## config.mk

```make
export PLATFORM = sky130hd
export DESIGN_NAME = serial_tx_flat
export DESIGN_NICKNAME = d
export VERILOG_FILES = /design/src/rtl/serial_tx_pkg.sv /design/src/rtl/serial_tx_if.sv /design/src/rtl/serial_tx_baud_counter.sv /design/src/rtl/serial_tx.sv /design/src/flat_wrapper.sv
export SDC_FILE = /design/constraint.sdc
export NUM_CORES = 1
export LEC_CHECK = 0
export CORE_ASPECT_RATIO = 1.1
export CORE_UTILIZATION = 55
export CTS_BUF_LIST = sky130_fd_sc_hd__clkbuf_8 sky130_fd_sc_hd__clkbuf_16
export DETAILED_ROUTE_END_ITERATION = 8
export GPL_ROUTABILITY_DRIVEN = 0
export PLACE_DENSITY = 0.89
export SYNTH_ARGS = -nofsm -noshare
export SYNTH_HDL_FRONTEND = slang
export SYNTH_SLANG_ARGS = --single-unit
```

## constraint.sdc

```tcl
create_clock -name clk -period 3.2 [get_ports clk]
set_clock_uncertainty 0.15 [all_clocks]
set_input_delay 0.48 -clock clk [delete_from_list [all_inputs] [get_ports clk]]
set_output_delay 0.48 -clock clk [all_outputs]
set_load 0.01 [all_outputs]
```

## src/rtl/serial_tx_pkg.sv

```systemverilog
// Shared definitions for the serial link transmit/receive ends: FSM state
// codes and serial line levels.
package serial_tx_pkg;

  localparam int unsigned STATE_W = 3;

  typedef enum logic [STATE_W-1:0] {
    S_IDLE   = 3'd0,
    S_START  = 3'd1,
    S_DATA   = 3'd2,
    S_PARITY = 3'd3,
    S_STOP   = 3'd4
  } state_t;

  localparam logic LINE_IDLE = 1'b1;
  localparam logic START_BIT = 1'b0;
  localparam logic STOP_BIT  = 1'b1;

endpackage

```

## src/rtl/serial_tx_if.sv

```systemverilog
// Parallel word handshake into the serial transmitter (valid/ready).
interface serial_tx_if #(
  parameter int unsigned WIDTH = 8
) ();

  logic [WIDTH-1:0] in_data;
  logic             in_valid;
  logic             in_ready;

  modport master (output in_data, output in_valid, input in_ready);
  modport slave  (input in_data, input in_valid, output in_ready);

endinterface

```

## src/rtl/serial_tx_baud_counter.sv

```systemverilog
// Bit-period counter: counts 0..CLKS_PER_BIT-1 and flags the last cycle of
// each period; tick_nxt_c is the value tick will take after the next edge.
module serial_tx_baud_counter #(
  parameter int unsigned CLKS_PER_BIT = 4
) (
  input  logic clk,
  input  logic reset,
  input  logic clear,
  output logic tick,
  output logic tick_nxt_c
);

  localparam int unsigned CNT_W = (CLKS_PER_BIT > 1) ? $clog2(CLKS_PER_BIT) : 1;
  localparam logic [CNT_W-1:0] LAST = CNT_W'(CLKS_PER_BIT - 1);

  logic [CNT_W-1:0] cnt;
  logic [CNT_W-1:0] cnt_d;

  always_comb begin
    cnt_d = cnt;
    if (clear || (cnt == LAST)) begin
      cnt_d = '0;
    end else begin
      cnt_d = cnt + CNT_W'(1);
    end
    tick_nxt_c = (cnt_d == LAST);
  end

  always_ff @(posedge clk or negedge reset) begin
    if (!reset) begin
      cnt  <= '0;
      tick <= 1'b0;
    end else begin
      cnt  <= cnt_d;
      tick <= tick_nxt_c;
    end
  end

endmodule

```

## src/rtl/serial_tx.sv

```systemverilog
// Parallel-in serial-out frame transmitter: start, WIDTH data bits LSB first,
// optional even parity (define SERIAL_TX_PARITY_EN), stop.
module serial_tx
  import serial_tx_pkg::*;
#(
  parameter int unsigned WIDTH        = 8,
  parameter int unsigned CLKS_PER_BIT = 4
) (
  input  logic        clk,
  input  logic        reset,
  serial_tx_if.slave  link,
  output logic        tx,
  output logic        busy,
  output logic        done
);

  localparam int unsigned BIT_W = (WIDTH > 1) ? $clog2(WIDTH) : 1;
  localparam logic [BIT_W-1:0] LAST_BIT = BIT_W'(WIDTH - 1);

  state_t           state, state_d;
  logic [BIT_W-1:0] bit_cnt, bit_cnt_d;
  logic [WIDTH-1:0] shreg, shreg_d;
  logic             ready_q;
  logic             tx_d, busy_d, done_d, ready_d;
  logic             tick, tick_nxt_c;
  logic             accept_c;
  logic             baud_clear_c;
`ifdef SERIAL_TX_PARITY_EN
  logic             par, par_d;
`endif

  assign accept_c      = link.in_valid & ready_q;
  assign link.in_ready = ready_q;
  assign baud_clear_c  = (state == S_IDLE);

  serial_tx_baud_counter #(
    .CLKS_PER_BIT (CLKS_PER_BIT)
  ) u_baud (
    .clk        (clk),
    .reset      (reset),
    .clear      (baud_clear_c),
    .tick       (tick),
    .tick_nxt_c (tick_nxt_c)
  );

  // Next state plus next values of the output registers, decoded from the
  // state being entered so every port is driven straight from a flop.
  always_comb begin
    state_d   = state;
    bit_cnt_d = bit_cnt;
    shreg_d   = shreg;
`ifdef SERIAL_TX_PARITY_EN
    par_d     = par;
`endif
    case (state)
      S_IDLE: begin
        if (accept_c) begin
          state_d = S_START;
          shreg_d = link.in_data;
`ifdef SERIAL_TX_PARITY_EN
          par_d   = ^link.in_data;
`endif
        end
      end
      S_START: begin
        if (tick) begin
          state_d   = S_DATA;
          bit_cnt_d = '0;
        end
      end
      S_DATA: begin
        if (tick) begin
          if (bit_cnt == LAST_BIT) begin
`ifdef SERIAL_TX_PARITY_EN
            state_d = S_PARITY;
`else
            state_d = S_STOP;
`endif
          end else begin
            bit_cnt_d = bit_cnt + BIT_W'(1);
            shreg_d   = shreg >> 1;
          end
        end
      end
`ifdef SERIAL_TX_PARITY_EN
      S_PARITY: begin
        if (tick) state_d = S_STOP;
      end
`endif
      S_STOP: begin
        if (tick) begin
          // In the last stop cycle a new word starts the next frame directly.
          if (accept_c) begin
            state_d = S_START;
            shreg_d = link.in_data;
`ifdef SERIAL_TX_PARITY_EN
            par_d   = ^link.in_data;
`endif
          end else begin
            state_d = S_IDLE;
          end
        end
      end
      default: state_d = S_IDLE;
    endcase

    done_d  = (state_d == S_STOP) && tick_nxt_c;
    ready_d = (state_d == S_IDLE) || done_d;
    busy_d  = (state_d != S_IDLE);
    case (state_d)
      S_START:  tx_d = START_BIT;
      S_DATA:   tx_d = shreg_d[0];
`ifdef SERIAL_TX_PARITY_EN
      S_PARITY: tx_d = par_d;
`endif
      S_STOP:   tx_d = STOP_BIT;
      default:  tx_d = LINE_IDLE;
    endcase
  end

  always_ff @(posedge clk or negedge reset) begin
    if (!reset) begin
      state   <= S_IDLE;
      bit_cnt <= '0;
      shreg   <= '0;
      tx      <= LINE_IDLE;
      busy    <= 1'b0;
      done    <= 1'b0;
      ready_q <= 1'b1;
`ifdef SERIAL_TX_PARITY_EN
      par     <= 1'b0;
`endif
    end else begin
      state   <= state_d;
      bit_cnt <= bit_cnt_d;
      shreg   <= shreg_d;
      tx      <= tx_d;
      busy    <= busy_d;
      done    <= done_d;
      ready_q <= ready_d;
`ifdef SERIAL_TX_PARITY_EN
      par     <= par_d;
`endif
    end
  end

endmodule
```

## src/flat_wrapper.sv

```systemverilog
// flat-port wrapper written by rule: the top's interface ports become plain ports
module serial_tx_flat import serial_tx_pkg::*;
#(
  parameter int unsigned WIDTH        = 8,
  parameter int unsigned CLKS_PER_BIT = 4
)
  (clk, reset, tx, busy, done, link_in_data, link_in_valid, link_in_ready);
  serial_tx_if #(.WIDTH(WIDTH)) link_i ();
  input  logic clk;
  input  logic reset;
  output logic tx;
  output logic busy;
  output logic done;
  input wire logic [$bits(link_i.in_data)-1:0] link_in_data;
  input wire logic [$bits(link_i.in_valid)-1:0] link_in_valid;
  output wire logic [$bits(link_i.in_ready)-1:0] link_in_ready;
  assign link_i.in_data = link_in_data;
  assign link_i.in_valid = link_in_valid;
  assign link_in_ready = link_i.in_ready;
  serial_tx #(.WIDTH(WIDTH), .CLKS_PER_BIT(CLKS_PER_BIT)) u_core (.clk(clk), .reset(reset), .link(link_i), .tx(tx), .busy(busy), .done(done));
endmodule
```

==> parameters.txt, run 1 <==
Parameter                              Value

Outcome
  Result of the run    finished clean

Pwr
  Comb power frac    39.1%
  Lkg Pwr    0.5213 nW
  Share of total power in sequential cells    45.6%
  Cell Pwr Density    939.4 nW/um2
  Worst VDD drop    521.9 uV
  Power share of the clock group    15.3%
  Internal power    0.6972 mW
  Switching power of the nets    0.3971 mW
  Fraction of power spent switching nets    36.29%
  Total Power Consumption    1.094 mW

Setup path
  Worst path required time    3.19 ns
  Max stage delay on crit path    0.41 ns
  Crit path arrival time    2.14 ns
  Series of cell instances along the critical path    ha_1 -> ha_1 -> nand4bb_1 -> a31o_2 -> a222oi_1 -> inv_1
  Top fanout value on the critical path    8
  Cell with the most instances on the worst path    sky130_fd_sc_hd__ha_1
  Critical path type    flip-flop to flip-flop
  Critical path capture point type    flip-flop
  Worst setup SP type    flip-flop
  Crit path max-delay cell type    sky130_fd_sc_hd__a222oi_1

Clock network
  Count of cells resized by post-cts repair    0
  CTS buffer count    3
  Clock sink count    21
  TritonCTS clock tree    yes
  Clock latency reported for the late side of the worst-skew pair    0.26 ns
  Deepest level of the CTS H-tree    1
  Number of buffers inserted for hold repair after clock tree synthesis    0
  Root buffer selected by CTS    sky130_fd_sc_hd__clkbuf_8
  Clock slew seen by the registers of the worst setup and hold paths    0.07 ns
  Number of setup buffers added after CTS    0
  Number of buffers on the longest clock path    2

Placement
  Port Buffers    14
  Post-DP HPWL    1297 um

Routing
  Total wirelength of the detailed-routed design    1833 um
  Detailed-route via count    745
  Average wire per standard cell    15.28 um
  Detailed-route DRC error count    0
  Routed wl met3    108 um
  Routed length on met2    954 um
  Sum of routed wire segments on met1    733 um
  Detail Route Antenna Nets    0
  Average via count per standard cell    6.208
  Top metal layer carrying routed signals    met4
  Iteration-0 DRC count of the detailed router    32
  Number of optimization iterations in the first detailed-route pass    5

Global routing
  Overall routing resource usage    22.14%
  Remaining global-route overflow    0
  Maximum number of pins on one net before global-route repair    22
  Vias in the first global route    713
  First-pass GRT wire length    3084 um
  Antenna violations before repair    0

Timing
  Final Critical Period    2.150 ns
  Fraction of the cycle the final worst path needs    67.19%
  Final setup violation count    0
  Worst Tran Pin Value    0.8865 ns
  Final Max Tran Viols    0
  Final hold violations    0
  Setup repair after global routing missed its margin    false
  Post-Route Setup TNS    0 ns
  Max_slew headroom    40.71%
  Highest clock frequency the design can meet    465.1 MHz

Synth
  Post-Syn Instances    88
  Number of synthesized register bits    21
  Share of Yosys cell area claimed by the top area cell type    48.72%
  Post-synth EDFFs    0
  Syn nets    102
  Count of cell types in the netlist    27
  Yosys top cell by area    sky130_fd_sc_hd__dfrtp_1
  Syn Area/Cell    11.09 um2
  Portion of the post-synthesis area used by sequential elements    54.10%
  Total standard cell area after synthesis    975.9 um2
  Leading cell type by number of instances after synthesis    sky130_fd_sc_hd__dfrtp_1
  Synth Warn #    0
  Cell types with the highest counts after synthesis    sky130_fd_sc_hd__dfrtp_1, sky130_fd_sc_hd__nand2_1, sky130_fd_sc_hd__inv_1
  Async set or reset register ratio after synthesis    100.0%
  Area contributors post-synth    sky130_fd_sc_hd__dfrtp_1, sky130_fd_sc_hd__a222oi_1, sky130_fd_sc_hd__dfstp_2
  Top flip-flop cell by instance count after synthesis    sky130_fd_sc_hd__dfrtp_1

Die
  Top Ports    15
  DIE WIDTH    42.17 um
  Placement Rows    15
  DIE AREA    1947 um2
  Effective utilization at floorplan    60.47%
  DIE HEIGHT    46.18 um
  Area of the core    1614 um2

Cells and area
  Share of layout cells above drive strength 1    9.709%
  Synth-to-Final Area Change    19.36%
  ANT cells    0
  Final Net Count    118

Worst hold path
  Kind of path behind the tightest hold check    flip-flop to flip-flop

Run
  Reported max-cap violation count    0
[through the flow]
step	hold slack [ns]	worst slack, ns	cell area [um2]	util [%]	std cells
detailed placement	0.3182	1.038	1120	69.38	116
CTS	0.3283	1.045	1165	72.17	120
global placement	0.2864	1.103	1120	69.38	116
global route	0.3557	0.8762	1165	72.17	120
floorplan	0.03441	1.284	975.9	-	88
finish	0.3350	1.050	1165	72.17	120
[cell usage in the layout, fill, tap and decap left out, types with 2 or more instances in the layout]
cell type,instances
sky130_fd_sc_hd__dfrtp_1,19
sky130_fd_sc_hd__clkdlybuf4s50_1,14
sky130_fd_sc_hd__nand2_1,9
sky130_fd_sc_hd__inv_1,8
sky130_fd_sc_hd__a222oi_1,6
sky130_fd_sc_hd__a21oi_1,5
sky130_fd_sc_hd__nor2b_1,4
sky130_fd_sc_hd__nand3b_1,4
sky130_fd_sc_hd__o21ai_1,4
sky130_fd_sc_hd__nor3_1,3
sky130_fd_sc_hd__ha_1,3
sky130_fd_sc_hd__clkbuf_8,3
sky130_fd_sc_hd__mux2_2,2
sky130_fd_sc_hd__nand4b_1,2
sky130_fd_sc_hd__nand4bb_1,2
sky130_fd_sc_hd__nor3_2,2
sky130_fd_sc_hd__nand3_1,2
sky130_fd_sc_hd__dfstp_2,2
[routing by layer]
metal / vias up / track usage, %
li1: 358 / -
met1: 355 / 25.06
met2: 28 / 38.15
met3: 4 / 6.667
met4: 0 / 11.88
met5: - / 0
[power by group through the flow]
| stage | Sequential (mW) | Combinational, mW | Clock [mW] |
|---|---|---|---|
| CTS | 0.499 | 0.434 | 0.170 |
| global placement | 0.494 | 0.400 | 0 |
| floorplan | 0.458 | 0.341 | 0 |
| global route | 0.520 | 0.476 | 0.182 |
| detailed placement | 0.504 | 0.430 | 0 |
| finish | 0.499 | 0.428 | 0.167 |
[worst max-delay path: cells and delay by family (launching register included)]
kind | cells | cell delay (ns)
AOI/OAI and AO/OA | 2 | 0.71
adders and majority gates | 2 | 0.46
DFF | 1 | 0.40
and+or+nand+nor | 1 | 0.25
buffers and inverters | 1 | 0.07
[path summary, 6_finish.rpt]
check / endpoint / slack [ns] / cells past startpoint / startpoint
setup / recovery: u_core.shreg[1]$_DFFE_PN0P_ / 1.05 / 6 / u_core.bit_cnt[0]$_DFFE_PN0P_
max in group asynchronous: u_core.shreg[4]$_DFFE_PN0P_ / 1.79 / 1 / reset
hold / removal: u_core.u_baud.tick$_DFF_PN0_ / 0.33 / 1 / u_core.u_baud.cnt[0]$_DFF_PN0_
setup reg to reg: u_core.shreg[1]$_DFFE_PN0P_ / 1.05 / 6 / u_core.bit_cnt[0]$_DFFE_PN0P_
hold reg to reg: u_core.u_baud.tick$_DFF_PN0_ / 0.33 / 1 / u_core.u_baud.cnt[0]$_DFF_PN0_
min in group asynchronous: u_core.shreg[1]$_DFFE_PN0P_ / 0.57 / 1 / reset
[layout make-up]
type                       instances  area (um2)
sequential                        21       528.0
fill                             120       449.2
multi-input combinational         57       404.1
timing repair buffer              14       140.1
clock buffer                       3       41.29
inverter                           7       26.28
tap                               17       21.27
clock inverter                     1       3.754
[kinds of logic after synthesis]
group,synth area share (%)
multiplexers,2.308
flip-flops,54.10
AO/OA/AOI/OAI,13.85
XOR/XNOR,0.8976
buffers and inverters,4.488
adder cells (fa/ha/maj),3.847
AND/OR/NAND/NOR,20.51
[state kept, by name, indices dropped and copies added, names as in the netlist]
name,cells
u_core.u_baud.cnt,2
u_core.link.in_ready,1
u_core.done,1
u_core.shreg,8
u_core.busy,1
u_core.u_baud.tick,1
u_core.tx,1
u_core.bit_cnt,3
u_core.state,3
Note: power is estimated with default switching activity, not from simulation.
==> inputs of run 2 (changes only) <==
--- a/config.mk
+++ b/config.mk
@@ -6,11 +6,11 @@
 export NUM_CORES = 1
 export LEC_CHECK = 0
 export CORE_ASPECT_RATIO = 1.1
-export CORE_UTILIZATION = 55
+export CORE_UTILIZATION = 46
 export CTS_BUF_LIST = sky130_fd_sc_hd__clkbuf_8 sky130_fd_sc_hd__clkbuf_16
 export DETAILED_ROUTE_END_ITERATION = 8
 export GPL_ROUTABILITY_DRIVEN = 0
-export PLACE_DENSITY = 0.89
+export PLACE_DENSITY = 0.81
 export SYNTH_ARGS = -nofsm -noshare
 export SYNTH_HDL_FRONTEND = slang
 export SYNTH_SLANG_ARGS = --single-unit
==> constraint.sdc (replaced) <==
create_clock -name clk -period 1.8 [get_ports clk]
set_clock_uncertainty 0.15 [all_clocks]
set_input_delay 0.27 -clock clk [delete_from_list [all_inputs] [get_ports clk]]
set_output_delay 0.27 -clock clk [all_outputs]
set_load 0.01 [all_outputs]
==> parameters.txt, run 2 (synthesized netlist as in run 1, its figures left out) <==
Parameter                              Value

Timing
  Worst Tran Pin Value    0.3882 ns (-0.4983 ns)
  Final Max Tran Viols    0 (unchanged)
  Highest clock frequency the design can meet    516.5 MHz (+11%)
  Final hold violations    0 (unchanged)
  Max_slew headroom    74.12% (+33 points)
  Worst Slack Setup Final    -0.1361 ns (-1.186 ns)
  Final Hold Slack    0.2073 ns (-0.1277 ns)
  Fraction of the cycle the final worst path needs    107.6% (+40 points)
  Final setup violation count    7 (+7)
  Post-Route Setup TNS    -0.4742 ns (-0.4742 ns)
  Final Critical Period    1.936 ns (-0.2141 ns)
  Setup repair after global routing missed its margin    true

Global routing
  Remaining global-route overflow    0 (unchanged)
  Maximum number of pins on one net before global-route repair    22 (unchanged)
  Overall routing resource usage    20.86% (-1.3 points)
  Antenna violations before repair    0 (unchanged)
  Vias in the first global route    818 (+15%)
  First-pass GRT wire length    3512 um (+14%)

Setup path
  Crit path arrival time    1.92 ns (-0.22 ns)
  Worst setup SP type    flip-flop
  RR Startpoint    u_core.bit_cnt[0]$_DFFE_PN0P_
  Worst path required time    1.78 ns (-1.41 ns)
  Depth of the worst register-to-register path    6 (unchanged)
  Capture instance of the worst register-to-register path    u_core.shreg[5]$_DFFE_PN0P_
  Setup slack of the worst register-to-register path    -0.14 ns (-1.19 ns)
  Top fanout value on the critical path    7 (-1)
  Critical path capture point type    flip-flop
  Critical path type    flip-flop to flip-flop

Run
  Reported max-cap violation count    0 (unchanged)

Pwr
  Power share of the clock group    13.2% (-2.1 points)
  Fraction of power spent switching nets    35.22% (-1.1 points)
  Comb power frac    47.9% (+8.8 points)
  Internal power    1.453 mW (+110%)
  Switching power of the nets    0.7896 mW (+99%)
  Worst VDD drop    1038 uV (+99%)
  Share of total power in sequential cells    38.8% (-6.8 points)
  Cell Pwr Density    1676 nW/um2 (+78%)
  Lkg Pwr    0.6062 nW (+16%)

Cells and area
  Leading cell types in the layout, fill and taps excluded    sky130_fd_sc_hd__dfrtp_1, sky130_fd_sc_hd__buf_4, sky130_fd_sc_hd__clkdlybuf4s50_1, sky130_fd_sc_hd__nand2_1, sky130_fd_sc_hd__inv_1
  Most common cell after layout, fill and taps aside    sky130_fd_sc_hd__dfrtp_1
  Final Net Count    133 (+13%)
  Share of layout cells above drive strength 1    25.42% (+16 points)
  Non-Filler Instances    146 (+22%)
  Max reg flops    8 (unchanged)
  Top reg by flops    u_core.shreg
  Synth-to-Final Area Change    37.05%
  Biggest regs    u_core.shreg x8, u_core.bit_cnt x3, u_core.state x3
  ANT cells    0 (unchanged)

Outcome
  Violated checks    setup timing
  Result of the run    finished, violations left

Die
  Placement Rows    17 (+2)
  DIE WIDTH    45.92 um (+8.9%)
  Effective utilization at floorplan    48.81% (-12 points)
  Top Ports    15 (unchanged)
  Area of the core    1999 um2 (+24%)
  DIE HEIGHT    50.31 um (+8.9%)
  DIE AREA    2310 um2 (+19%)

Placement
  Number of placed instances, taps included    139 (+20%)
  Post-DP HPWL    1500 um (+16%)
  Port Buffers    14 (unchanged)

Clock network
  Clock sink count    21 (unchanged)
  Clock slew seen by the registers of the worst setup and hold paths    0.07 ns (about the same)
  Root buffer selected by CTS    sky130_fd_sc_hd__clkbuf_8
  CTS buffer count    3 (unchanged)
  Deepest level of the CTS H-tree    1 (unchanged)
  Number of buffers on the longest clock path    2 (unchanged)
  Clock latency reported for the late side of the worst-skew pair    0.25 ns (about the same)
  TritonCTS clock tree    yes

Routing
  Average via count per standard cell    5.486 (-12%)
  Iteration-0 DRC count of the detailed router    33 (+3.1%)
  Total wirelength of the detailed-routed design    2001 um (+9.2%)
  Detail Route Antenna Nets    0 (unchanged)
  Average wire per standard cell    13.71 um (-10%)
  Detailed-route via count    801 (+7.5%)
  Number of optimization iterations in the first detailed-route pass    5 (unchanged)
  Detailed-route DRC error count    0 (unchanged)

Worst hold path
  Kind of path behind the tightest hold check    primary input to async pin
run 2: layer usage:
layer,up-vias,track usage (%),routed length (um)
met4,0,7.353,19
met1,388,29.55,901
met3,2,3.237,88
met5,-,0,0
met2,27,31.92,991
li1,384,-,-
run 2: worst max path at each step:
stage                                       start                          end  slack, ns  cells after the start
floorplan           u_core.bit_cnt[0]$_DFFE_PN0P_  u_core.shreg[1]$_DFFE_PN0P_      -0.02                      6
global placement                    link_in_valid  u_core.shreg[4]$_DFFE_PN0P_      -0.11                      5
detailed placement                  link_in_valid  u_core.shreg[5]$_DFFE_PN0P_      -0.21                      5
CTS                 u_core.bit_cnt[1]$_DFFE_PN0P_  u_core.shreg[5]$_DFFE_PN0P_      -0.16                      6
global route        u_core.bit_cnt[1]$_DFFE_PN0P_  u_core.shreg[5]$_DFFE_PN0P_      -0.21                      6
finish              u_core.bit_cnt[0]$_DFFE_PN0P_  u_core.shreg[5]$_DFFE_PN0P_      -0.14                      6
run 2: layout make-up:
type                       count  area, um2
multi-input combinational     57      446.7
inverter                       7      26.28
sequential                    21      528.0
clock inverter                 1      5.005
clock buffer                   3      41.29
fill                         168      661.9
tap                           28      35.03
timing repair buffer          29      255.2
run 2: repair_timing:
item                                    CTS  global route
resized for setup                         1             2
endpoints found under the hold margin     0             0
setup buffers                             1             2
hold buffers                              0             0
pin swaps                                 4             4
endpoints found under the setup margin    6             7
run 2: critical path, cell delays in order (launching register included):
cell and delay [ns]:
sky130_fd_sc_hd__dfrtp_1 0.40, sky130_fd_sc_hd__ha_2 0.20, sky130_fd_sc_hd__ha_4 0.16, sky130_fd_sc_hd__nand4bb_4 0.19, sky130_fd_sc_hd__a31o_4 0.27, sky130_fd_sc_hd__a222oi_1 0.36
sky130_fd_sc_hd__inv_1 0.09
run 2: through the flow:
stage	setup slack, ns	area, um2	utilization (%)	power (mW)
after floorplan	-0.02351	999.7	-	1.485
after global placement	-0.1079	1247	62.39	1.788
after detailed placement	-0.2052	1247	62.39	1.857
after CTS	-0.1604	1318	65.89	2.200
after global routing	-0.2094	1338	66.90	2.413
final	-0.1361	1338	66.90	2.242
run 2: power groups by stage:
| stage | Clock (mW) | Sequential (mW) | Combinational, mW |
|---|---|---|---|
| final | 0.297 | 0.871 | 1.07 |
| after global routing | 0.324 | 0.899 | 1.19 |
| after CTS | 0.306 | 0.867 | 1.03 |
| after detailed placement | 0 | 0.869 | 0.988 |
| after global placement | 0 | 0.858 | 0.929 |
| after floorplan | 0 | 0.821 | 0.663 |
==> inputs of run 3 (changes only) <==
--- a/config.mk
+++ b/config.mk
@@ -5,7 +5,6 @@
 export SDC_FILE = /design/constraint.sdc
 export NUM_CORES = 1
 export LEC_CHECK = 0
-export CORE_ASPECT_RATIO = 1.1
 export CORE_UTILIZATION = 46
 export CTS_BUF_LIST = sky130_fd_sc_hd__clkbuf_8 sky130_fd_sc_hd__clkbuf_16
 export DETAILED_ROUTE_END_ITERATION = 8
==> parameters.txt, run 3 (synthesized netlist as in run 1, its figures left out) <==
Parameter                              Value

Outcome
  Result of the run    finished, violations left
  Violated checks    setup timing

Die
  DIE AREA    2310 um2 (about the same)
  Placement Rows    16 (-1)
  Area of the core    1982 um2 (-0.88%)
  DIE HEIGHT    48.06 um (-4.5%)
  Top Ports    15 (unchanged)
  DIE WIDTH    48.06 um (+4.7%)
  Effective utilization at floorplan    49.24% (+0.43 points)

Timing
  Setup repair after global routing missed its margin    true
  Worst Slack Setup Final    -0.08066 ns (+0.05542 ns)
  Final setup violation count    6 (-1)
  Final Max Tran Viols    0 (unchanged)
  Post-Route Setup TNS    -0.3879 ns (+0.08628 ns)
  Worst Tran Pin Value    0.2906 ns (-0.09765 ns)
  Final Critical Period    1.881 ns (-0.05542 ns)
  Fraction of the cycle the final worst path needs    104.5% (-3.1 points)
  Final hold violations    0 (unchanged)
  Max_slew headroom    80.48% (+6.4 points)
  Highest clock frequency the design can meet    531.7 MHz (+2.9%)

Pwr
  Fraction of power spent switching nets    34.94% (-0.28 points)
  Internal power    1.441 mW (-0.80%)
  Cell Pwr Density    1667 nW/um2 (-0.58%)
  Worst VDD drop    947.3 uV (-8.8%)
  Power share of the clock group    13.2% (about the same)
  Share of total power in sequential cells    38.8% (about the same)
  Lkg Pwr    0.6036 nW (-0.43%)
  Switching power of the nets    0.7737 mW (-2.0%)
  Comb power frac    47.9% (about the same)

Setup path
  Series of cell instances along the critical path    ha_2 -> ha_4 -> nand4bb_4 -> a31o_4 -> a222oi_1 -> inv_1
  Critical path type    flip-flop to flip-flop
  Cell type group with the largest total delay on the critical path    compound AO/OA/AOI/OAI gates
  Depth of the worst register-to-register path    6 (unchanged)
  RR Startpoint    u_core.bit_cnt[1]$_DFFE_PN0P_
  Worst setup SP type    flip-flop
  Critical path capture point type    flip-flop
  Crit path max-delay cell type    sky130_fd_sc_hd__dfrtp_1
  Top fanout value on the critical path    8 (+1)
  Bufs and invs on worst path    1 (unchanged)
  Capture instance of the worst register-to-register path    u_core.shreg[5]$_DFFE_PN0P_
  Max stage delay on crit path    0.39 ns (about the same)
  Worst path required time    1.79 ns (about the same)
  Setup slack of the worst register-to-register path    -0.08 ns (+0.06 ns)
  Crit path arrival time    1.87 ns (-0.05 ns)

Placement
  Port Buffers    14 (unchanged)
  Number of placed instances, taps included    138 (-0.72%)
  Worst setup slack before clock tree synthesis    -0.1080 ns (+0.09720 ns)
  Post-DP HPWL    1432 um (-4.5%)

Global routing
  Maximum number of pins on one net before global-route repair    22 (unchanged)
  Vias in the first global route    703 (-14%)
  First-pass GRT wire length    3084 um (-12%)
  Antenna violations before repair    0 (unchanged)
  Overall routing resource usage    20.08% (-0.79 points)
  Remaining global-route overflow    0 (unchanged)

Routing
  Detail Route Antenna Nets    0 (unchanged)
  Average wire per standard cell    13.57 um (-0.99%)
  Number of optimization iterations in the first detailed-route pass    6 (+1)
  Detailed-route via count    784 (-2.1%)
  Detailed-route DRC error count    0 (unchanged)
  Average via count per standard cell    5.444 (-0.76%)
  Total wirelength of the detailed-routed design    1954 um (-2.3%)
  Iteration-0 DRC count of the detailed router    27 (-18%)

Clock network
  Deepest level of the CTS H-tree    1 (unchanged)
  Clock slew seen by the registers of the worst setup and hold paths    0.07 ns (about the same)
  TritonCTS clock tree    yes
  Root buffer selected by CTS    sky130_fd_sc_hd__clkbuf_8
  Clock sink count    21 (unchanged)
  Number of buffers on the longest clock path    2 (unchanged)
  CTS buffer count    3 (unchanged)
  Clock latency reported for the late side of the worst-skew pair    0.25 ns (about the same)

Cells and area
  ANT cells    0 (unchanged)
  Leading cell types in the layout, fill and taps excluded    sky130_fd_sc_hd__dfrtp_1, sky130_fd_sc_hd__buf_4, sky130_fd_sc_hd__clkdlybuf4s50_1, sky130_fd_sc_hd__nand2_1, sky130_fd_sc_hd__inv_1
  Biggest regs    u_core.shreg x8, u_core.bit_cnt x3, u_core.state x3
  Final Net Count    132 (-0.75%)
  Final core utilization    67.05% (+0.15 points)
  Max reg flops    8 (unchanged)
  Share of layout cells above drive strength 1    23.93% (-1.5 points)
  Synth-to-Final Area Change    36.15%
  Layout fillers    148 (-12%)
  Most common cell after layout, fill and taps aside    sky130_fd_sc_hd__dfrtp_1
  Non-Filler Instances    144 (-1.4%)
  Top reg by flops    u_core.shreg

Run
  Reported max-cap violation count    0 (unchanged)

Worst hold path
  Kind of path behind the tightest hold check    primary input to async pin
[run 3: per-layer routing]
layer	wire length, um	GRT usage [%]	up-vias	share of wire [%]
met3	33	4.528	2	1.7
met5	0	0	-	0
met4	21	8.333	0	1.1
li1	-	-	386	-
met1	890	24.76	382	46
met2	1009	33.78	14	52
[run 3: power by group through the flow]
stage / Combinational [mW] / Clock [mW] / Sequential (mW)
after global routing: 1.19 / 0.328 / 0.889
after CTS: 1.01 / 0.302 / 0.852
after floorplan: 0.663 / 0 / 0.821
after global placement: 0.945 / 0 / 0.844
final: 1.06 / 0.292 / 0.860
after detailed placement: 0.993 / 0 / 0.859
[run 3: how the worst max path moves through the flow]
stage | from | endpoint | slack (ns) | cells past startpoint
after CTS | u_core.bit_cnt[1]$_DFFE_PN0P_ | u_core.shreg[4]$_DFFE_PN0P_ | -0.11 | 6
after global placement | link_in_valid | u_core.shreg[4]$_DFFE_PN0P_ | -0.08 | 5
after floorplan | u_core.bit_cnt[0]$_DFFE_PN0P_ | u_core.shreg[1]$_DFFE_PN0P_ | -0.02 | 6
after detailed placement | link_in_valid | u_core.shreg[4]$_DFFE_PN0P_ | -0.11 | 5
after global routing | u_core.bit_cnt[1]$_DFFE_PN0P_ | u_core.shreg[3]$_DFFE_PN0P_ | -0.20 | 6
final | u_core.bit_cnt[1]$_DFFE_PN0P_ | u_core.shreg[5]$_DFFE_PN0P_ | -0.08 | 6
[run 3: cell type report]
cell class                      count  area, um2  share of cell area (%)
Timing Repair Buffer               28      247.7                   18.64
Clock buffer                        3      41.29                   3.107
Multi-Input combinational cell     57      447.9                   33.71
Inverter                            7      26.28                   1.977
Tap cell                           27      33.78                   2.542
Clock inverter                      1      3.754                  0.2825
Sequential cell                    21      528.0                   39.74
[run 3: per-stage QoR]
| stage | hold slack (ns) | total power, mW | area (um2) |
|---|---|---|---|
| floorplan | -0.1756 | 1.485 | 999.7 |
| global placement | 0.2925 | 1.790 | 1246 |
| detailed placement | 0.3203 | 1.852 | 1246 |
| CTS | 0.2104 | 2.165 | 1299 |
| global route | 0.2328 | 2.407 | 1329 |
| finish | 0.2042 | 2.215 | 1329 |
[run 3: repair_timing]
item                       in CTS  in global routing
pin swaps                       7                  4
setup endpoints to repair       6                  7
hold buffers                    0                  0
resized for setup               0                  3
setup buffers                   1                  1
